===== src/rtl/fetch_stage.sv =====
// Instruction fetch front end: in-order imem requests, small instruction queue, writeback redirect.
// Optional macro FETCH_BYPASS_EN forwards a response straight to decode when the queue holds nothing filled.
module fetch_stage #(
    parameter logic [31:0] RESET_PC    = 32'h0000_0000,
    parameter int          QUEUE_DEPTH = 2
) (
    input  logic        clk,
    input  logic        rst,
    input  logic        wb_pc_src,
    input  logic [31:0] wb_target_pc,
    input  logic        dec_ready,
    output logic        if_valid,
    output logic [31:0] instruction,
    output logic [31:0] pc_if,
    output logic [31:0] pc_plus_4_if,
    output logic        imem_req_valid,
    input  logic        imem_req_ready,
    output logic [31:0] imem_addr,
    input  logic        imem_rsp_valid,
    input  logic [31:0] imem_rsp_data
);

    localparam int          PTR_W = (QUEUE_DEPTH > 1) ? $clog2(QUEUE_DEPTH) : 1;
    localparam int          CNT_W = PTR_W + 1;
    localparam logic [31:0] NOP   = 32'h0000_0013;

    // Handshakes: a transfer happens on a rising edge where valid && ready; a
    // valid request holds its address until accepted unless a redirect intervenes.

    logic [31:0]      pc_q, pc_d;
    logic [PTR_W-1:0] head_q, head_d;
    logic [PTR_W-1:0] tail_q, tail_d;
    logic [CNT_W-1:0] count_q, count_d;
    logic [CNT_W-1:0] filled_q, filled_d;
    logic [CNT_W-1:0] drop_q, drop_d;
    logic [31:0]      ent_pc_q    [QUEUE_DEPTH];
    logic [31:0]      ent_pc_d    [QUEUE_DEPTH];
    logic [31:0]      ent_instr_q [QUEUE_DEPTH];
    logic [31:0]      ent_instr_d [QUEUE_DEPTH];

    logic [CNT_W-1:0] unfilled;
    logic [CNT_W-1:0] in_flight;
    logic [PTR_W-1:0] fill_idx;
    logic             req_fire;
    logic             rsp_fill;
    logic             rsp_drop;
    logic             head_ready;
    logic             bypass;
    logic             pop;

    // Entries fill in allocation order, so filled entries are always the
    // contiguous run starting at the head.
    always_comb begin
        unfilled   = count_q - filled_q;
        in_flight  = drop_q + unfilled;
        fill_idx   = head_q + filled_q[PTR_W-1:0];
        head_ready = (count_q != '0) && (filled_q != '0);
        rsp_fill   = imem_rsp_valid && (drop_q == '0) && (unfilled != '0);
        rsp_drop   = imem_rsp_valid && (drop_q != '0);
    end

`ifdef FETCH_BYPASS_EN
    assign bypass = !rst && !wb_pc_src && (filled_q == '0) && rsp_fill;
`else
    assign bypass = 1'b0;
`endif

    assign imem_req_valid = !rst && (count_q < CNT_W'(QUEUE_DEPTH)) &&
                            (drop_q == '0) && !wb_pc_src;
    assign imem_addr      = pc_q;
    assign req_fire       = imem_req_valid && imem_req_ready;
    assign if_valid       = !rst && (head_ready || bypass);
    assign pop            = if_valid && dec_ready;

    always_comb begin
        instruction = NOP;
        pc_if       = pc_q;
        if (if_valid) begin
            pc_if       = ent_pc_q[head_q];
            instruction = bypass ? imem_rsp_data : ent_instr_q[head_q];
        end
        pc_plus_4_if = pc_if + 32'd4;
    end

    always_comb begin
        pc_d        = pc_q;
        head_d      = head_q;
        tail_d      = tail_q;
        count_d     = count_q;
        filled_d    = filled_q;
        drop_d      = drop_q;
        ent_pc_d    = ent_pc_q;
        ent_instr_d = ent_instr_q;
        if (wb_pc_src) begin
            // Flush wins over any pop; a response landing now is one fewer to drop.
            pc_d     = wb_target_pc & 32'hFFFF_FFFC;
            head_d   = '0;
            tail_d   = '0;
            count_d  = '0;
            filled_d = '0;
            drop_d   = in_flight;
            if (imem_rsp_valid && (in_flight != '0)) begin
                drop_d = in_flight - CNT_W'(1);
            end
        end else begin
            if (rsp_drop) begin
                drop_d = drop_q - CNT_W'(1);
            end
            if (rsp_fill) begin
                ent_instr_d[fill_idx] = imem_rsp_data;
            end
            if (req_fire) begin
                ent_pc_d[tail_q] = pc_q;
                tail_d           = tail_q + PTR_W'(1);
                pc_d             = pc_q + 32'd4;
            end
            if (pop) begin
                head_d = head_q + PTR_W'(1);
            end
            count_d  = count_q + CNT_W'(req_fire) - CNT_W'(pop);
            filled_d = filled_q + CNT_W'(rsp_fill) - CNT_W'(pop);
        end
    end

    always_ff @(posedge clk) begin
        if (rst) begin
            pc_q     <= RESET_PC;
            head_q   <= '0;
            tail_q   <= '0;
            count_q  <= '0;
            filled_q <= '0;
            drop_q   <= '0;
        end else begin
            pc_q     <= pc_d;
            head_q   <= head_d;
            tail_q   <= tail_d;
            count_q  <= count_d;
            filled_q <= filled_d;
            drop_q   <= drop_d;
        end
    end

    always_ff @(posedge clk) begin
        ent_pc_q    <= ent_pc_d;
        ent_instr_q <= ent_instr_d;
    end

endmodule


===== config.mk =====
export PLATFORM = sky130hd
export DESIGN_NAME = fetch_stage
export DESIGN_NICKNAME = d
export VERILOG_FILES = /design/src/rtl/fetch_stage.sv
export SDC_FILE = /design/constraint.sdc
export NUM_CORES = 1
export LEC_CHECK = 0
export ABC_AREA = 1
export ABC_CLOCK_PERIOD_IN_PS = 11600
export CAP_MARGIN = 20
export CORE_MARGIN = 2
export CORE_UTILIZATION = 40
export DETAILED_ROUTE_END_ITERATION = 10
export PLACE_DENSITY = 0.66
export SETUP_SLACK_MARGIN = 0.3
export SYNTH_ARGS = -nofsm -noshare
export SYNTH_HDL_FRONTEND = slang
export SYNTH_SLANG_ARGS = --single-unit

===== constraint.sdc =====
create_clock -name clk -period 11.6 [get_ports clk]
set_input_delay 3.48 -clock clk [delete_from_list [all_inputs] [get_ports clk]]
set_output_delay 3.48 -clock clk [all_outputs]
set_load 0.02 [all_outputs]

## After elaboration in Yosys (flattened, before gate mapping)

Cells that the tools add are included.

- Bits in registers: 168
- Bits of input ports: 70
- Output and inout bits: 130
- Word-level logic and storage cells: 79

- $add $sub $neg: 13
- Magnitude comparators: 6
- Mux-type cells: 19
- Bitwise operators: 4
- Reduce and logical (&&, ||, !) cells: 26

Operators with widths:

| operator | number |
|---|---|
| 32-bit two-way mux | 12 |
| 64-bit bitwise mux | 2 |
| 32-bit by 3-bit adder with 32-bit output (second input constant) | 2 |
| 32-bit demux with 1-bit select | 2 |
| 2-bit nonzero test | 7 |
| 1-bit logical AND | 13 |
| 2-bit greater-or-equal comparator (second input constant) | 3 |
| 2-bit two-way mux | 3 |
| 1-bit NOT with 2-bit output | 3 |
| 2-bit by 1-bit adder with 2-bit output | 2 |
| 2-bit by 1-bit < comparator with 1-bit output (second input constant) | 2 |
| 2-bit AND reduction | 2 |
| 2-bit by 1-bit subtractor with 2-bit output | 2 |
| 2-bit by 1-bit subtractor with 2-bit output (second input constant) | 2 |
| 1-bit adder (second input constant) | 2 |
| 2-bit adder | 1 |
| 1-bit logical NOT | 2 |
| 2-bit logical NOT | 1 |
| 2-bit < comparator (second input constant) | 1 |
| 2-bit OR reduction | 1 |
| 2-bit subtractor | 1 |
| 1-bit adder | 1 |
| 1-bit NOT | 1 |

## Longest topological paths before layout

Gate-level depths: netlist of the first run.

- Depth after elaboration: 7
- Mapped depth: 15
- Gate-level depth less buffers: 15

## Worst setup path after synthesis of the first run

OpenSTA, ideal clock, no wires.

- Kind: input to output
- From: input port rst
- To: output port pc_plus_4_if[18]
- Arrival time: 5,649 ps
- Required time: 8,120 ps
- Setup slack: 2,471 ps
- Stages on the path: 13
- Buffers on the path: 1
- Path through: buf_4 > inv_2 > nand3_2 > inv_1 > nand2_1 > nand2_1 > inv_1 > ha_1 > nand3_2 > inv_1 > nand2_1 > nor2_1 > xor2_1

- Longest elaborated chain between the ends: 4

RTL lines:

| element | line | source |
|---|---|---|
| start, declared | 8 | `input logic rst,` |
| 1-bit logical NOT | 72 | `assign if_valid = !rst && (head_ready \|\| bypass);` |
| 1-bit logical AND | 72 |  |
| net if_valid | 12 | `output logic if_valid,` |
| 32-bit two-way mux | 78 | `if (if_valid) begin` |
| net pc_if[2] | 14 | `output logic [31:0] pc_if,` |
| 32-bit by 3-bit adder with 32-bit output | 82 | `pc_plus_4_if = pc_if + 32'd4;` |
| end, declared | 15 | `output logic [31:0] pc_plus_4_if,` |

The timed path passes the listed nets, and every way through them passes these cells.

## Worst setup path in the final report of the first run

- From: input port rst
- To: output port pc_plus_4_if[26]

- Longest elaborated chain between the ends: 4

RTL lines:

| element | line |
|---|---|
| 1-bit logical NOT | 72 |
| 1-bit logical AND | 72 |
| 32-bit two-way mux | 78 |
| 32-bit by 3-bit adder with 32-bit output | 82 |

No other way between the ends.

==> results_dict.tcl, run 1 <==
set metrics [dict create \
    fin_hold_ws_ns 0.581 \
    grt_start_max_net_pins 49 \
    design.die.area_mm2 0.0227 \
    routed_wire_length_per_instance_um 15.8 \
    final_hold_vios 0 \
    primary_ff_master_synth "edfxtp_1" \
    leakagePower_nw 4.39 \
    timing.critical_path.max_delay_family "buffers and inverters" \
    worst-r2r-setup-slack_ns 8.63 \
    end_kind "primary output" \
    cp_num_buf_inv 7 \
    timing.critical_path.from "rst" \
    die-height_um 151 \
    clockBufferDepth 2 \
    post-synth-top-count-cell "nand2_1" \
    num-nets-final 1315 \
    netSwitchingPower_mw 0.331 \
    fill_cells 1979 \
    setup_viol_count_final 0 \
    routed_via_count_divided_by_cell_count 4.87 \
    r2r_cells 11 \
    finalWirelength_mm 24.0 \
    path_max_fanout 18 \
    final.period_utilization_pct 90.0 \
    fmax_mhz 95.8 \
    buffer_ports.inserted 191 \
    clock_insertion_delay_worst_skew_ns 0.42 \
    crit_arrival_ns 6.96 \
    router_iterations_before_antenna_repair 5 \
    ctsRootBufferMaster "clkbuf_16" \
    slew_at_the_pin_closest_to_its_max_slew_limit_ns 0.673 \
    cts-resized-gates 0 \
    outcome "complete, no violations" \
    ir_drop_v 0.000119 \
    synth-edff-count 124 \
    power_density_mw_per_mm2 122 \
    tritoncts "yes" \
    globalplace.congestion 0.972 \
    seq_area_mm2 0.00449 \
    setup.worst_path.end "pc_plus_4_if[26]" \
    worst_path_clk_slew_ns 0.06 \
    initial_utilization_pct 40.8 \
    cts-htree-levels 4 \
    finalCriticalPeriod_ns 10.44 \
    setup.worst_path.start_class "input pin" \
    synth_top_area_share_pct 43.3 \
    detailedRoute.firstIterationViolations 500 \
    post_route_cells_drive_above_1_share_pct 7.22 \
    vias_in_the_first_global_route 7081 \
    seq_pwr_share_pct 47.6 \
    worst_ep_required_time_ns 8.12 \
    floorplan.rows 53 \
    synth.top_cells.by_area "edfxtp_1 (43%), nand2_1 (19%), dfxtp_1 (8.8%)" \
    combinational_fraction_of_design_power_pct 12.1 \
    timing.rr.start "filled_q[0]" \
    fin_worst_skew_ns 0.00927 \
    layout_overhead_on_the_synthesized_area_pct 31.3 \
    grt_usage_pct 21.5 \
    ant_diodes 0 \
    netlist.top_cell.by_area "edfxtp_1" \
    cts-buffers-inserted 17 \
    worst_slew_margin_rel_pct 54.9 \
    drc_errors 0 \
    post_synth_inst_count 1052 \
    setup-tns-final_ns 0 \
    grt_pass1_wl_mm 37.6 \
    power.clock.fraction_pct 40.3 \
    cp_num_cells 16 \
    crit_path_max_incr_delay_ns 0.59 \
    grt_remaining_overflow 0 \
    timing.hold.worst.class "reg -> reg" \
    post-cts-setup-buffers 0 \
    critical_path_class "in -> out" \
    synth.yosys.seq_area_share_pct 52.1 \
    post_synth.cell_area_avg_um2 8.18 \
    multi_input_combinational_cell_area_mm2 0.00357 \
    timing.critical_path.cells "clkdlybuf4s50_1 > inv_2 > nand3_2 > inv_1 > nand2_1 > nand2_1 > inv_1 > ha_1 > nand3_2 > inv_1 > nand2_1 > inv_1 > nand2_1 > nand2_1 > nand2_1 > clkdlybuf4s50_1" \
    yosys.cell_types.count 35 \
    antenna_found_initial 0 \
    cap_violations 0 \
    netlist_area_mm2 0.00861 \
    cp_slowest_cell "clkdlybuf4s50_1" \
    internal_mw 1.05 \
    timing.final.max_slew_violations 0 \
    synth_seq_cells 162 \
    antenna_violating_nets_post_route 0 \
    synth_warnings 0 \
    worst_path_most_repeated_cell "nand2_1" \
    chipWidth_um 151 \
    post_synth_most_frequent_cells "nand2_1 (428), edfxtp_1 (124), inv_1 (83)" \
    vias 7418 \
    sw_share_pct 24.0 \
    boundaryPins 200 \
    rsz_0062_raised_after_global_routing "false" \
    clock_sink_count 162 \
    postSynth.asyncResetShare_pct 0 \
    detailed_place_hpwl_mm 17.2 \
    timing.rr.end "filled_q[1]" \
    core_area_mm2 0.0211 \
    cts-hold-fix-buffers 0 \
]
-- worst min-delay path by stage --
stage	start	endpoint	slack, ns	cells after the start
2_1_floorplan	tail_q	tail_q	0.56	3
6_report	imem_addr[5]	ent_pc_q[5]	0.58	0
3_3_place_gp	imem_addr[5]	ent_pc_q[5]	0.57	0
3_5_place_dp	imem_addr[5]	ent_pc_q[37]	0.57	0
5_1_grt	imem_addr[5]	ent_pc_q[5]	0.60	0
4_1_cts	imem_addr[5]	ent_pc_q[5]	0.58	0
-- cells in the final DEF (no fill, tap or decap), drive strengths merged, types with 3 or more instances in the layout --
cell type,netlist,final
nand2,442,442
o21ai,18,18
bufinv,0,3
xor2,31,31
inv,88,89
clkbuf,12,17
a21oi,49,49
nor3,12,12
xnor2,9,9
a31oi,11,11
ha,10,10
edfxtp,124,124
buf,30,10
clkdlybuf4s50,0,191
nand3,64,64
dfxtp,38,38
nor2,96,96
conb,1,6
or2,4,4
clkinv,0,6
clkinvlp,0,4
nand4,6,6
-- cell families after synthesis --
| group | share of synthesized area (%) |
|---|---|
| buffers and inverters | 6.80 |
| xor gates and xnor gates | 4.07 |
| DFF | 52.1 |
| and+or+nand+nor | 30.3 |
| AOI/OAI and AO/OA | 5.19 |
| adders and majority gates | 1.45 |
| other | 0.0436 |
-- per-layer routing --
metal | global-route usage, % | vias to the layer above | part of all wire [%]
met5 | 0 | - | 0
met4 | 4.91 | 0 | 1.0
met3 | 3.97 | 20 | 6.1
met2 | 35.8 | 223 | 49
met1 | 29.3 | 3420 | 44
li1 | - | 3755 | -
-- flip-flops by register name, summed over array words and instances (netlist names) --
| register | cells |
|---|---|
| imem_addr | 30 |
| count_q | 2 |
| head_q | 1 |
| filled_q | 2 |
| tail_q | 1 |
| drop_q | 2 |
| ent_instr_q | 64 |
| ent_pc_q | 60 |
-- layout make-up --
type | count | share of cell area (%)
multi-input combinational | 765 | 31.5
clock buffer | 17 | 3.76
timing repair buffer | 201 | 17.6
sequential | 162 | 39.7
tap | 275 | 3.04
inverter | 88 | 2.92
clock inverter | 14 | 1.46
-- stage by stage --
step	total power [mW]	cells	setup slack, ns	cell area [um^2]	utilization (%)
global placement	0.832	1491	1.15	10700	50.8
floorplan	0.749	1057	2.47	8630	-
detailed placement	0.835	1491	1.13	10700	50.8
finish	1.38	1522	1.16	11300	53.6
CTS	1.39	1522	1.12	11300	53.6
global route	1.43	1522	0.884	11300	53.6
-- power by group through the flow --
stage,Clock [mW],Sequential (mW),Combinational [mW]
2_1_floorplan,0,0.669,0.0806
3_3_place_gp,0,0.669,0.164
3_5_place_dp,0,0.669,0.166
4_1_cts,0.562,0.656,0.167
5_1_grt,0.584,0.659,0.183
6_report,0.556,0.657,0.167
-- worst reg2reg max path, delay by kind of cell (launching register included) --
family	cells	cell delay [ns]
compound gates	1	0.11
fa+ha+maj	2	0.34
simple gates	4	1.43
buf+inv	4	0.62
flops	1	0.40
(Power assumes the default switching activity.)
==> inputs of run 2 (changes only) <==
--- a/config.mk
+++ b/config.mk
@@ -9,9 +9,8 @@
 export ABC_CLOCK_PERIOD_IN_PS = 11600
 export CAP_MARGIN = 20
 export CORE_MARGIN = 2
-export CORE_UTILIZATION = 40
+export CORE_UTILIZATION = 30
 export DETAILED_ROUTE_END_ITERATION = 10
-export PLACE_DENSITY = 0.66
 export SETUP_SLACK_MARGIN = 0.3
 export SYNTH_ARGS = -nofsm -noshare
 export SYNTH_HDL_FRONTEND = slang
==> run 2 against run 1 <==
Worst hold slack got worse by 0.029 ns. Total power grew 0.21%. Global-route usage down 4.6 points. Register-to-register slack better by 0.17 ns. Cell count grew 7.4%. Critical path depth decreased by 1. Die area up 32%. Maximum frequency fell by 1.1%. Wire length is 6.0% higher.
==> results_dict.tcl, run 2 (same netlist as run 1, synthesis figures left out) <==
set metrics [dict create \
    worst_path_clk_slew_ns 0.07 \
    post-place-cells 1602 \
    fin_worst_skew_ns 0.0108 \
    layout.cells.most_common_list "nand2_1 (428), clkdlybuf4s50_1 (191), edfxtp_1 (124)" \
    slew_at_the_pin_closest_to_its_max_slew_limit_ns 0.738 \
    cp_num_buf_inv 7 \
    vias 7541 \
    ir_drop_v 0.000101 \
    initial_utilization_pct 30.2 \
    worst-r2r-setup-slack_ns 8.80 \
    cap_violations 0 \
    fill_cells 2879 \
    cts-htree-levels 4 \
    most_flops_register "ent_instr_q" \
    path_max_fanout 30 \
    cp_slowest_cell "clkdlybuf4s50_1" \
    clockBufferDepth 2 \
    num-nets-final 1317 \
    antenna_violating_nets_post_route 0 \
    leakagePower_nw 4.39 \
    chipWidth_um 173 \
    finalWirelength_mm 25.5 \
    detailed_place_hpwl_mm 18.3 \
    clock_sink_count 162 \
    setup.worst_path.start_class "input pin" \
    tritoncts "yes" \
    worst_slew_margin_rel_pct 50.8 \
    layout_overhead_on_the_synthesized_area_pct 33.0 \
    antenna_found_initial 1 \
    grt_remaining_overflow 0 \
    timing.hold.worst.class "reg -> reg" \
    core_area_mm2 0.0285 \
    setup-tns-final_ns 0 \
    globalplace.congestion 0.864 \
    post-cts-setup-buffers 0 \
    ctsRootBufferMaster "clkbuf_16" \
    detailedRoute.firstIterationViolations 630 \
    final_hold_vios 0 \
    rsz_0062_raised_after_global_routing "false" \
    finalCriticalPeriod_ns 10.55 \
    grt_usage_pct 16.9 \
    worst_ep_required_time_ns 8.12 \
    clock_insertion_delay_worst_skew_ns 0.42 \
    grt_start_max_net_pins 63 \
    buffer_ports.inserted 191 \
    outcome "complete, no violations" \
    power_density_mw_per_mm2 121 \
    timing.critical_path.max_delay_family "buffers and inverters" \
    fmax_mhz 94.8 \
    cts-hold-fix-buffers 0 \
    timing.critical_path.cells "clkdlybuf4s50_1 > inv_2 > nand3_2 > buf_4 > inv_1 > nand2_1 > nand2_1 > inv_1 > ha_1 > nand3_2 > inv_1 > nand2_1 > nor2_1 > xor2_1 > clkdlybuf4s50_1" \
    crit_arrival_ns 7.07 \
    die-height_um 173 \
    boundaryPins 200 \
    cts-resized-gates 0 \
    stdcell_count 1634 \
    routed_wire_length_per_instance_um 15.6 \
    layout.cells.most_common "nand2_1" \
    drc_errors 0 \
    final.period_utilization_pct 91.0 \
    setup_viol_count_final 0 \
    crit_path_max_incr_delay_ns 0.65 \
    grt_pass1_wl_mm 40.0 \
    floorplan.rows 62 \
    end_kind "primary output" \
    design.die.area_mm2 0.0301 \
    vias_in_the_first_global_route 7338 \
    routed_via_count_divided_by_cell_count 4.62 \
    router_iterations_before_antenna_repair 5 \
    critical_path_class "in -> out" \
    post_route_cells_drive_above_1_share_pct 7.37 \
    cts-buffers-inserted 17 \
    dp_worst_setup_slack_ns 1.02 \
    timing.final.max_slew_violations 0 \
    largest_reg_flops 64 \
    setup_ws_ns 1.05 \
]
run 2: per-stage QoR:
step | hold slack [ns] | area (um^2) | total power [mW] | utilization, %
4_1_cts | 0.557 | 11400 | 1.40 | 40.2
6_report | 0.552 | 11400 | 1.38 | 40.2
3_3_place_gp | 0.555 | 10900 | 0.836 | 38.2
5_1_grt | 0.573 | 11400 | 1.43 | 40.2
3_5_place_dp | 0.553 | 10900 | 0.839 | 38.2
2_1_floorplan | 0.556 | 8630 | 0.749 | -
run 2: power breakdown:
part	total, mW	switching (mW)	internal [mW]
clock	0.556	0.235	0.321
combinational	0.171	0.0955	0.0755
sequential	0.656	0.0187	0.637
run 2: final timing paths:
kind,from,to,depth (start not counted)
setup / recovery,rst,pc_plus_4_if[18],15
hold reg to reg,imem_addr[27],ent_pc_q[59],0
setup reg to reg,filled_q[0],count_q[1],12
hold / removal,imem_addr[27],ent_pc_q[59],0
run 2: worst reg2reg max path: stages, from the launching register on:
cell and delay [ns]:
dfxtp_1 0.35, inv_1 0.08, nand2_2 0.38, nand3_2 0.25, buf_4 0.36, inv_1 0.22, nand2_1 0.12, inv_1 0.07
ha_1 0.27, inv_1 0.04, ha_1 0.18, or2_2 0.29, a21oi_1 0.11
run 2: routing by layer:
layer	part of all wire [%]	global-route usage [%]	up-vias
met1	45	22.9	3529
met3	5.0	2.83	28
met5	0	0	-
met2	48	27.4	230
li1	-	-	3754
met4	1.9	5.97	0
run 2: cell type report:
class | instances | area (um^2) | share of cell area, %
well taps | 384 | 480 | 4.20
repair buffers | 203 | 2000 | 17.5
multi-input cells | 765 | 3570 | 31.2
diodes | 1 | 2.50 | 0.0219
inverters | 88 | 330 | 2.89
flip-flops and latches | 162 | 4490 | 39.2
clock buffers | 18 | 429 | 3.75
clock inverters | 13 | 151 | 1.32
==> inputs of run 3 (changes only) <==
--- a/config.mk
+++ b/config.mk
@@ -11,6 +11,7 @@
 export CORE_MARGIN = 2
 export CORE_UTILIZATION = 30
 export DETAILED_ROUTE_END_ITERATION = 10
+export PLACE_DENSITY = 0.53
 export SETUP_SLACK_MARGIN = 0.3
 export SYNTH_ARGS = -nofsm -noshare
 export SYNTH_HDL_FRONTEND = slang
==> run 3 against run 2 <==
Cell area grew 0.39%. Sequential share of layout area is 0.15 points lower. Register-to-register slack got worse by 0.31 ns. Non-clock buffer count fell by 2. Largest power group unchanged. Sequential power about the same. Total power increased by 4.3%. Sequential cell count is the same. Clock skew is 0.0037 ns higher. Wire length up 3.7%. Core utilization grew 0.16 points. Clock power up 11%.
==> results_dict.tcl, run 3 (same netlist as run 1, synthesis figures left out) <==
set metrics [dict create \
    die-height_um 173 \
    postLayoutCellArea_mm2 0.0115 \
    ant_diodes 0 \
    post-place-cells 1600 \
    antenna_violating_nets_post_route 0 \
    router_iterations_before_antenna_repair 5 \
    end_kind "primary output" \
    path_max_fanout 20 \
    layout.cells.most_common "nand2_1" \
    post-cts-setup-buffers 0 \
    clockBufferDepth 2 \
    outcome "complete, no violations" \
    fmax_mhz 94.3 \
    buffer_ports.inserted 191 \
    layout.cells.most_common_list "nand2_1 (428), clkdlybuf4s50_1 (191), edfxtp_1 (124)" \
    critical_path_class "in -> out" \
    timing.rr.end "filled_q[1]" \
    rsz_0062_raised_after_global_routing "false" \
    leakagePower_nw 4.42 \
    ir_drop_v 0.0000896 \
    cts-resized-gates 0 \
    vias 7517 \
    clock_insertion_delay_worst_skew_ns 0.43 \
    grt_start_max_net_pins 65 \
    timing.hold.worst.class "reg -> reg" \
    grt_pass1_wl_mm 40.5 \
    most_flops_register "ent_instr_q" \
    final.period_utilization_pct 91.4 \
    slew_at_the_pin_closest_to_its_max_slew_limit_ns 0.777 \
    stdcell_count 1632 \
    timing.hold.worst.start "imem_addr[31]" \
    fin_worst_skew_ns 0.0145 \
    worst-r2r-setup-slack_ns 8.49 \
    ctsRootBufferMaster "clkbuf_16" \
    antenna_found_initial 0 \
    timing.rr.start "filled_q[0]" \
    min_path_cells 0 \
    place_area_mm2 0.0108 \
    routed_wire_length_per_instance_um 16.2 \
    globalplace.congestion 0.825 \
    layout_overhead_on_the_synthesized_area_pct 33.5 \
    initial_utilization_pct 30.2 \
    final_hold_vios 0 \
    routed_via_count_divided_by_cell_count 4.61 \
    setup-tns-final_ns 0 \
    vias_in_the_first_global_route 7067 \
    setup_viol_count_final 0 \
    timing.final.max_slew_violations 0 \
    clock_sink_count 162 \
    worst_slew_margin_rel_pct 48.2 \
    fin_util_pct 40.4 \
    cts-hold-fix-buffers 0 \
    cts-buffers-inserted 17 \
    r2r_cells 11 \
    detailed_place_hpwl_mm 18.5 \
    floorplan.rows 62 \
    grt_usage_pct 17.4 \
    tritoncts "yes" \
    worst_path_clk_slew_ns 0.07 \
    min_to "ent_pc_q[31]" \
    post_route_cells_drive_above_1_share_pct 7.37 \
    worst_ep_required_time_ns 8.12 \
    finalCriticalPeriod_ns 10.60 \
    design.die.area_mm2 0.0301 \
    cap_violations 0 \
    design_power_total_mw 1.44 \
    cts-htree-levels 4 \
    timing.critical_path.from "rst" \
    core_area_mm2 0.0285 \
    setup.worst_path.start_class "input pin" \
    grt_remaining_overflow 0 \
    detailedRoute.firstIterationViolations 566 \
    boundaryPins 200 \
    power_density_mw_per_mm2 125 \
    drc_errors 0 \
    chipWidth_um 173 \
    finalWirelength_mm 26.4 \
    largest_reg_flops 64 \
    crit_arrival_ns 7.12 \
    num-nets-final 1315 \
]
## run 3: cell count changes in the layout (fill, tap and decap cells not counted), sizes merged
cell | before | now
buf | 12 | 10
bufinv | 2 | 4
clkinvlp | 3 | 1
inv | 94 | 96
clkbuf | 18 | 17
diode | 1 | 0
## run 3: report_power, final
group | switching (mW) | leakage, nW | internal, mW | total [mW]
clock | 0.248 | 0.312 | 0.368 | 0.616
combinational | 0.0933 | 2.67 | 0.0747 | 0.168
sequential | 0.0207 | 1.43 | 0.637 | 0.658
## run 3: worst max path at each step
stage                       end  slack [ns]  depth (start not counted)
6_report       pc_plus_4_if[26]        1.00                         16
5_1_grt        pc_plus_4_if[26]        0.73                         16
4_1_cts        pc_plus_4_if[26]        0.93                         16
3_5_place_dp   pc_plus_4_if[26]        0.94                         16
3_3_place_gp   pc_plus_4_if[26]        0.96                         16
2_1_floorplan  pc_plus_4_if[18]        2.47                         13
## run 3: critical path, stage by stage
cell	delay (ns)
clkdlybuf4s50_1	0.45
inv_2	0.24
nand3_2	0.45
inv_1	0.41
nand2_1	0.11
nand2_1	0.28
inv_1	0.14
ha_1	0.32
nand3_2	0.17
inv_1	0.09
nand2_1	0.14
inv_1	0.07
nand2_1	0.06
nand2_1	0.04
nand2_1	0.06
clkdlybuf4s50_1	0.59
## run 3: final cells by class
type                            count  area, um^2
Clock inverter                     15         218
Timing Repair Buffer              201        1990
Clock buffer                       17         425
Inverter                           88         330
Multi-Input combinational cell    765        3570
Fill cell                        2899       17000
Sequential cell                   162        4490
Tap cell                          384         480
## run 3: metrics by stage
step | worst slack (ns) | hold slack, ns
3_5_place_dp | 0.935 | 0.569
3_3_place_gp | 0.965 | 0.570
5_1_grt | 0.727 | 0.603
6_report | 1.00 | 0.594
4_1_cts | 0.926 | 0.587
2_1_floorplan | 2.47 | 0.556
## run 3: layer usage
metal	track usage, %	part of all wire (%)	vias up
met5	0	0	-
met4	4.34	1.0	0
met3	3.11	4.3	19
met2	28.6	47	186
met1	23.9	47	3548
li1	-	-	3764
